===== config.mk =====
export PLATFORM = sky130hd
export DESIGN_NAME = ppu_vram_bus_ctrl
export DESIGN_NICKNAME = d
export VERILOG_FILES = /design/src/rtl/ppu_vram_bus_ctrl.sv
export SDC_FILE = /design/constraint.sdc
export NUM_CORES = 1
export LEC_CHECK = 0
export ABC_AREA = 1
export CAP_MARGIN = 15
export CORE_MARGIN = 1
export CORE_UTILIZATION = 40
export CTS_CLUSTER_SIZE = 16
export DETAILED_ROUTE_END_ITERATION = 6
export HOLD_SLACK_MARGIN = 0.08
export PLACE_DENSITY = 0.73
export RECOVER_POWER = 25
export SETUP_SLACK_MARGIN = 0.5
export SLEW_MARGIN = 20
export SYNTH_ARGS = -nofsm -noshare
export SYNTH_HDL_FRONTEND = slang
export SYNTH_SLANG_ARGS = --single-unit

===== constraint.sdc =====
create_clock -name CLK -period 1.6 [get_ports CLK]
set_input_delay 0.32 -clock CLK [delete_from_list [all_inputs] [get_ports CLK]]
set_output_delay 0.32 -clock CLK [all_outputs]
set_load 0.01 [all_outputs]

===== src/rtl/ppu_vram_bus_ctrl.sv =====
// rtl/ppu_vram_bus_ctrl.sv - PPU VRAM multiplexed bus sequencer with render/CPU arbitration
module ppu_vram_bus_ctrl #(
    parameter int CPU_MAX_WAIT = 16,
    parameter int WAIT_W       = 5
) (
    input  logic        CLK,
    input  logic        RST,
    input  logic        rnd_req,
    input  logic [13:0] rnd_addr,
    output logic        rnd_ack,
    output logic        rnd_rvalid,
    output logic [7:0]  rnd_rdata,
    input  logic        cpu_req,
    input  logic        cpu_we,
    input  logic [13:0] cpu_addr,
    input  logic [7:0]  cpu_wdata,
    output logic        cpu_ack,
    output logic        cpu_rvalid,
    output logic [7:0]  cpu_rdata,
    output logic [13:0] ad_out,
    output logic        ad_oe,
    input  logic [7:0]  ad_in,
    output logic        ale,
    output logic        rd_n,
    output logic        wr_n,
    output logic        busy
);

    typedef enum logic [1:0] {IDLE, ADDR, DATA} state_t;

    state_t             state;
    state_t             state_d;
    logic               grant_go;
    logic               grant_cpu;
    logic               cpu_starved;
    logic [13:0]        grant_addr;
    logic [WAIT_W-1:0]  wait_cnt;
    logic               own_cpu;
    logic               own_we;
    logic [7:0]         lat_wdata;

    always_ff @(posedge CLK or negedge RST) begin
        if (!RST) begin
            state <= IDLE;
        end else begin
            state <= state_d;
        end
    end

    // A starved CPU beats render; otherwise render beats CPU.
    always_comb begin
        state_d     = state;
        grant_go    = 1'b0;
        grant_cpu   = 1'b0;
        cpu_starved = cpu_req && (wait_cnt >= WAIT_W'(CPU_MAX_WAIT));
        case (state)
            ADDR: state_d = DATA;
            default: begin
                if (cpu_starved) begin
                    grant_go  = 1'b1;
                    grant_cpu = 1'b1;
                end else if (rnd_req) begin
                    grant_go  = 1'b1;
                end else if (cpu_req) begin
                    grant_go  = 1'b1;
                    grant_cpu = 1'b1;
                end
                state_d = grant_go ? ADDR : IDLE;
            end
        endcase
        grant_addr = grant_cpu ? cpu_addr : rnd_addr;
    end

    // Pin outputs are registered off the next state so nothing is combinational to the pads.
    always_ff @(posedge CLK or negedge RST) begin
        if (!RST) begin
            rnd_ack    <= 1'b0;
            rnd_rvalid <= 1'b0;
            rnd_rdata  <= 8'h00;
            cpu_ack    <= 1'b0;
            cpu_rvalid <= 1'b0;
            cpu_rdata  <= 8'h00;
            ad_out     <= 14'h0000;
            ad_oe      <= 1'b0;
            ale        <= 1'b0;
            rd_n       <= 1'b1;
            wr_n       <= 1'b1;
            busy       <= 1'b0;
            wait_cnt   <= '0;
            own_cpu    <= 1'b0;
            own_we     <= 1'b0;
            lat_wdata  <= 8'h00;
        end else begin
            rnd_ack    <= 1'b0;
            cpu_ack    <= 1'b0;
            rnd_rvalid <= 1'b0;
            cpu_rvalid <= 1'b0;

            if (state == DATA && !own_we) begin
                if (own_cpu) begin
                    cpu_rdata  <= ad_in;
                    cpu_rvalid <= 1'b1;
                end else begin
                    rnd_rdata  <= ad_in;
                    rnd_rvalid <= 1'b1;
                end
            end

            case (state_d)
                ADDR: begin
                    own_cpu   <= grant_cpu;
                    own_we    <= grant_cpu && cpu_we;
                    lat_wdata <= cpu_wdata;
                    ad_out    <= grant_addr;
                    ad_oe     <= 1'b1;
                    ale       <= 1'b1;
                    rd_n      <= 1'b1;
                    wr_n      <= 1'b1;
                    busy      <= 1'b1;
                    cpu_ack   <= grant_cpu;
                    rnd_ack   <= !grant_cpu;
                end
                DATA: begin
                    ale  <= 1'b0;
                    ad_oe <= own_we;
                    rd_n <= own_we;
                    wr_n <= !own_we;
                    busy <= 1'b1;
                    if (own_we) begin
                        ad_out[7:0] <= lat_wdata;
                    end
                end
                default: begin
                    ale   <= 1'b0;
                    ad_oe <= 1'b0;
                    rd_n  <= 1'b1;
                    wr_n  <= 1'b1;
                    busy  <= 1'b0;
                end
            endcase

            if (!cpu_req || cpu_ack) begin
                wait_cnt <= '0;
            end else if (!(grant_go && grant_cpu) && (wait_cnt < WAIT_W'(CPU_MAX_WAIT))) begin
                wait_cnt <= wait_cnt + WAIT_W'(1);
            end
        end
    end

endmodule

Word-level counts from Yosys, hierarchy flattened --
Index checks and enable logic that the tools add are counted.
Word-level totals: memory bits (writable) 0, output and inout bits 39, logic and storage cells 69, register bits after elaboration 56, bits in read-only memories 0, memories 0, input port bits 49, latch bits 0
Operators by class: bitwise gates (word level) 1, $lt $le $gt $ge 2, eq/ne operators 5, $mul 0, shifts and indexed selects 0, reduce and logical (&&, ||, !) cells 16, multiplexer cells 26, add/sub/neg operators 1, divide/modulo/power cells 0
Operators with widths (number):
- 2-to-1 mux 1 bit | 19
- one-hot mux 8 bit (2 select lines) | 1
- 2-to-1 mux 14 bit | 1
- 2-to-1 mux 5 bit | 2
- 2-to-1 mux 8 bit | 1
- AND reduction 2 bit | 3
- adder 5 x 1 -> 5 bit, second input constant | 1
- >= comparator 5 bit, second input constant | 1
- logical AND 1 bit | 5
- less-than comparator 5 bit, second input constant | 1
- equality test 2 x 1 -> 1 bit, second input constant | 2
- equality test 2 bit, second input constant | 2
- logical NOT 1 bit | 4
- nonzero test 2 bit | 2
- 2-to-1 mux 2 bit | 1
- != test 2 bit, second input constant | 1
- one-hot mux 1 bit (2 select lines) | 1
- OR reduction 2 bit | 1
- logical OR 1 bit | 1
- inverter 1 bit | 1

Longest topological paths before layout --
word-level depth 10, depth in mapped cells 9, mapped depth without buffers 8

Worst setup path after synthesis --
Ideal clock, no wire load.
path kind flip-flop to flip-flop, start reg ale (netlist name), end reg cpu_rdata[7], period minus slack after synthesis 1.187 ns, data arrival time 1.056 ns, data required time 1.469 ns, slack 0.413 ns, stages on the path, launching flop included 6, cells stage by stage dfrtp_1 nor2_1 nand3_1 clkbuf_1 nand2_1 o21ai_0
RTL lines:
- to (signal assigned) | line 101 | cpu_rdata <= ad_in;
- to (decl) | line 19 | output logic [7:0] cpu_rdata,

Worst setup path after layout --
start reg ale, end out ale
RTL lines:
- from (decl) | line 23 | output logic ale,
- from (signal assigned) | line 85 | ale <= 1'b0;
- from (signal assigned) | line 116 | ale <= 1'b1;
- from (signal assigned) | line 124 | ale <= 1'b0;
No word-level cell between the ends.

==> reports/results.ini <==
[die]
die_w_um=78.8
rows=27
die_area_mm2=0.00621
fp.dieH_um=78.8
initial_utilization_pct=42.1
core_area_mm2=0.00561
io_pins=88

[route]
drt-vias-per-instance=4.80
drt_iter0_drc=109
drc=0
num_vias=2352
firstDrtPassIters=4
final_antenna_net_count=0
routed_wirelength_mm=6.68
wl_per_cell_um=13.6

[timing]
hold_slack_ns=0.502
relSlewSlack_pct=51.3
drv_slew=0
max_freq_ghz=0.772
hold_viol_final=0
worst_slew_pin_slew_ns=0.730
period_minus_slack_ns=1.30
clock_skew_ns=0.0112
setup_slack_ns=0.304
fin_crit_sh_pct=81.0
setup-violations-final=0
rsz0062_at_grt=yes

[run_status]
status=completed

[cells_and_area]
area_delta_synth_final_pct=64.3
finalNonFillerCells=490
num_antenna_cells=0
final_net_count=467
drive_gt1_share_pct=31.6

[yosys]
syn_area_mm2=0.00236
synth-simple-area-share_pct=25.6
synthMuxAreaShare_pct=0
synth-xor-area-share_pct=0.371
yosysWarningCount=0
avgSynthCellArea_um2=8.43
synth_nets=330
synth_top_family_by_area=simple AND/OR/NAND/NOR gates
synth_top_cell_by_area=dfrtp_1
synthAdderAreaFrac_pct=0.530
synth_top_area_share_pct=56.2
ys_top_cells_by_area=dfrtp_1 (56%), nand2_1 (16%), o21ai_0 (7.2%)
ys_ff_latch=55
synthDistinctLibCells=19
synth-compound-area-share_pct=7.79
synth-seq-area-share_pct=58.4
syn_inst=280

[grt]
grt_usage_pct=20.4
grt_pass1_vias=2126
antenna_found_initial=0
grt_max_degree=56
overflow=0
grt_first_pass_wirelength_mm=9.82

[power_and_ir_drop]
p_leak_nw=1.98
power_density_mw_per_mm2=1640
ir_drop_uv=968

[critical_path]
crit_fanout=2
critPathLaunch=ale
reg2reg_from=ale
endpoint_kind=output port
cp.arrival_ns=0.98
critPathRequiredTime_ns=1.28
worstSetupPathType=reg2out
cp-start-kind=register

[run]
maxCapViolCount=0

[clock_network]
clock-sinks=55
worstSkewPairLatency_ns=0.31
cts_tree=built
cts_buffer_depth=2
cts_root_buf=clkbuf_8
cts_max_level=2
cts_buffers=5
clk_pin_slew_ns=0.10

[placed_design]
portBuffers=87
dp_slack_ns=-0.119
routabilityCongestion=0.803
dp_cells=445
dp_hpwl_mm=4.07

[worst_hold_path]
hp-class=reg2reg
worstHoldStart=ad_out[4]

Yosys cell counts:
cell type,instances
ha_1,1
o21ai_0,34
nand4_1,2
xor2_1,1
nand3_1,30
a21oi_1,1
dfstp_2,2
nand2_4,1
nor2_2,2
buf_2,3
inv_2,2
nand2_2,5
clkbuf_1,2
nand2_1,98
buf_4,1
dfrtp_1,53
inv_1,36
nor2_1,5
o21ai_2,1
placed cells by master, fill, tap and decap left out, drive strengths merged:
| cell | n |
|---|---|
| nor2 | 7 |
| buf | 81 |
| inv | 38 |
| dfrtp | 53 |
| nand2 | 105 |
| bufinv | 1 |
| a21oi | 1 |
| dlygate4sd2 | 1 |
| dlygate4sd3 | 1 |
| ha | 1 |
| nand4 | 2 |
| o21ai | 35 |
| xor2 | 1 |
| dlymetal6s2s | 1 |
| clkinvlp | 1 |
| clkbuf | 8 |
| clkdlybuf4s50 | 45 |
| dfstp | 2 |
| nand3 | 34 |
metrics by stage:
stage	instance area [um^2]	utilization (%)	TNS (ns)	power, W
2_1_floorplan	2430	-	0	0.00352
6_report	3880	69.2	0	0.00638
5_1_grt	3880	69.2	0	0.00679
3_3_place_gp	3420	61.0	-0.674	0.00473
4_1_cts	3580	63.8	0	0.00573
3_5_place_dp	3420	61.0	-1.22	0.00479
kinds of logic after synthesis:
logic type                 Yosys count
DFF                                 55
AOI/OAI and AO/OA                   36
xor gates and xnor gates             1
buffers and inverters               44
and+or+nand+nor                    143
adders and majority gates            1
where the power goes:
part           internal, W  switching [W]  leakage [nW]
combinational      0.00155        0.00165          1.25
sequential         0.00196       0.000315         0.675
clock             0.000467       0.000439        0.0514
total              0.00398        0.00240          1.98
final cells by class:
type | instances | area [um^2]
fillers | 441 | 1730
inverters | 38 | 153
multi-input cells | 186 | 1040
well taps | 72 | 90.1
flip-flops and latches | 55 | 1380
repair buffers | 131 | 1100
clock buffers | 6 | 72.6
clock inverters | 2 | 37.5
worst max-delay path, cell delays in order, from the launching register on:
cell and delay, ns:
dfrtp_1 0.41, buf_4 0.15, buf_6 0.11
worst paths after layout:
| path | end | slack, ns | depth (start not counted) |
|---|---|---|---|
| max | ale | 0.30 | 2 |
| max in group asynchronous | rnd_rdata[4] | 0.41 | 3 |
| min reg2reg | ad_out[4] | 0.50 | 2 |
| min | ad_out[4] | 0.50 | 2 |
| min in group asynchronous | ad_out[6] | 0.71 | 3 |
| max reg2reg | ad_out[9] | 0.32 | 7 |
metal layers:
metal | GRT usage (%) | up-vias | wire length, um
met5 | 0 | - | 0
met4 | 5.82 | 0 | 95
met3 | 5.63 | 9 | 464
met2 | 33.5 | 84 | 3330
met1 | 26.6 | 1094 | 2790
li1 | - | 1165 | -
state kept, by name (all words and copies together), names as in the netlist, 5 cells and up:
register and flops:
cpu_rdata 8, lat_wdata 8, ad_out 14, rnd_rdata 8, wait_cnt 5
what timing repair did:
item | 4_1_cts | 5_1_grt
cloned | 4 | 3
buffers inserted | 12 | 17
gates resized for setup | 186 | 40
hold endpoints to repair | 53 | 0
pin swaps | 7 | 14
setup endpoints to repair | 88 | 89
hold buffers | 1 | 0
Note: power is estimated with default switching activity, not from simulation.
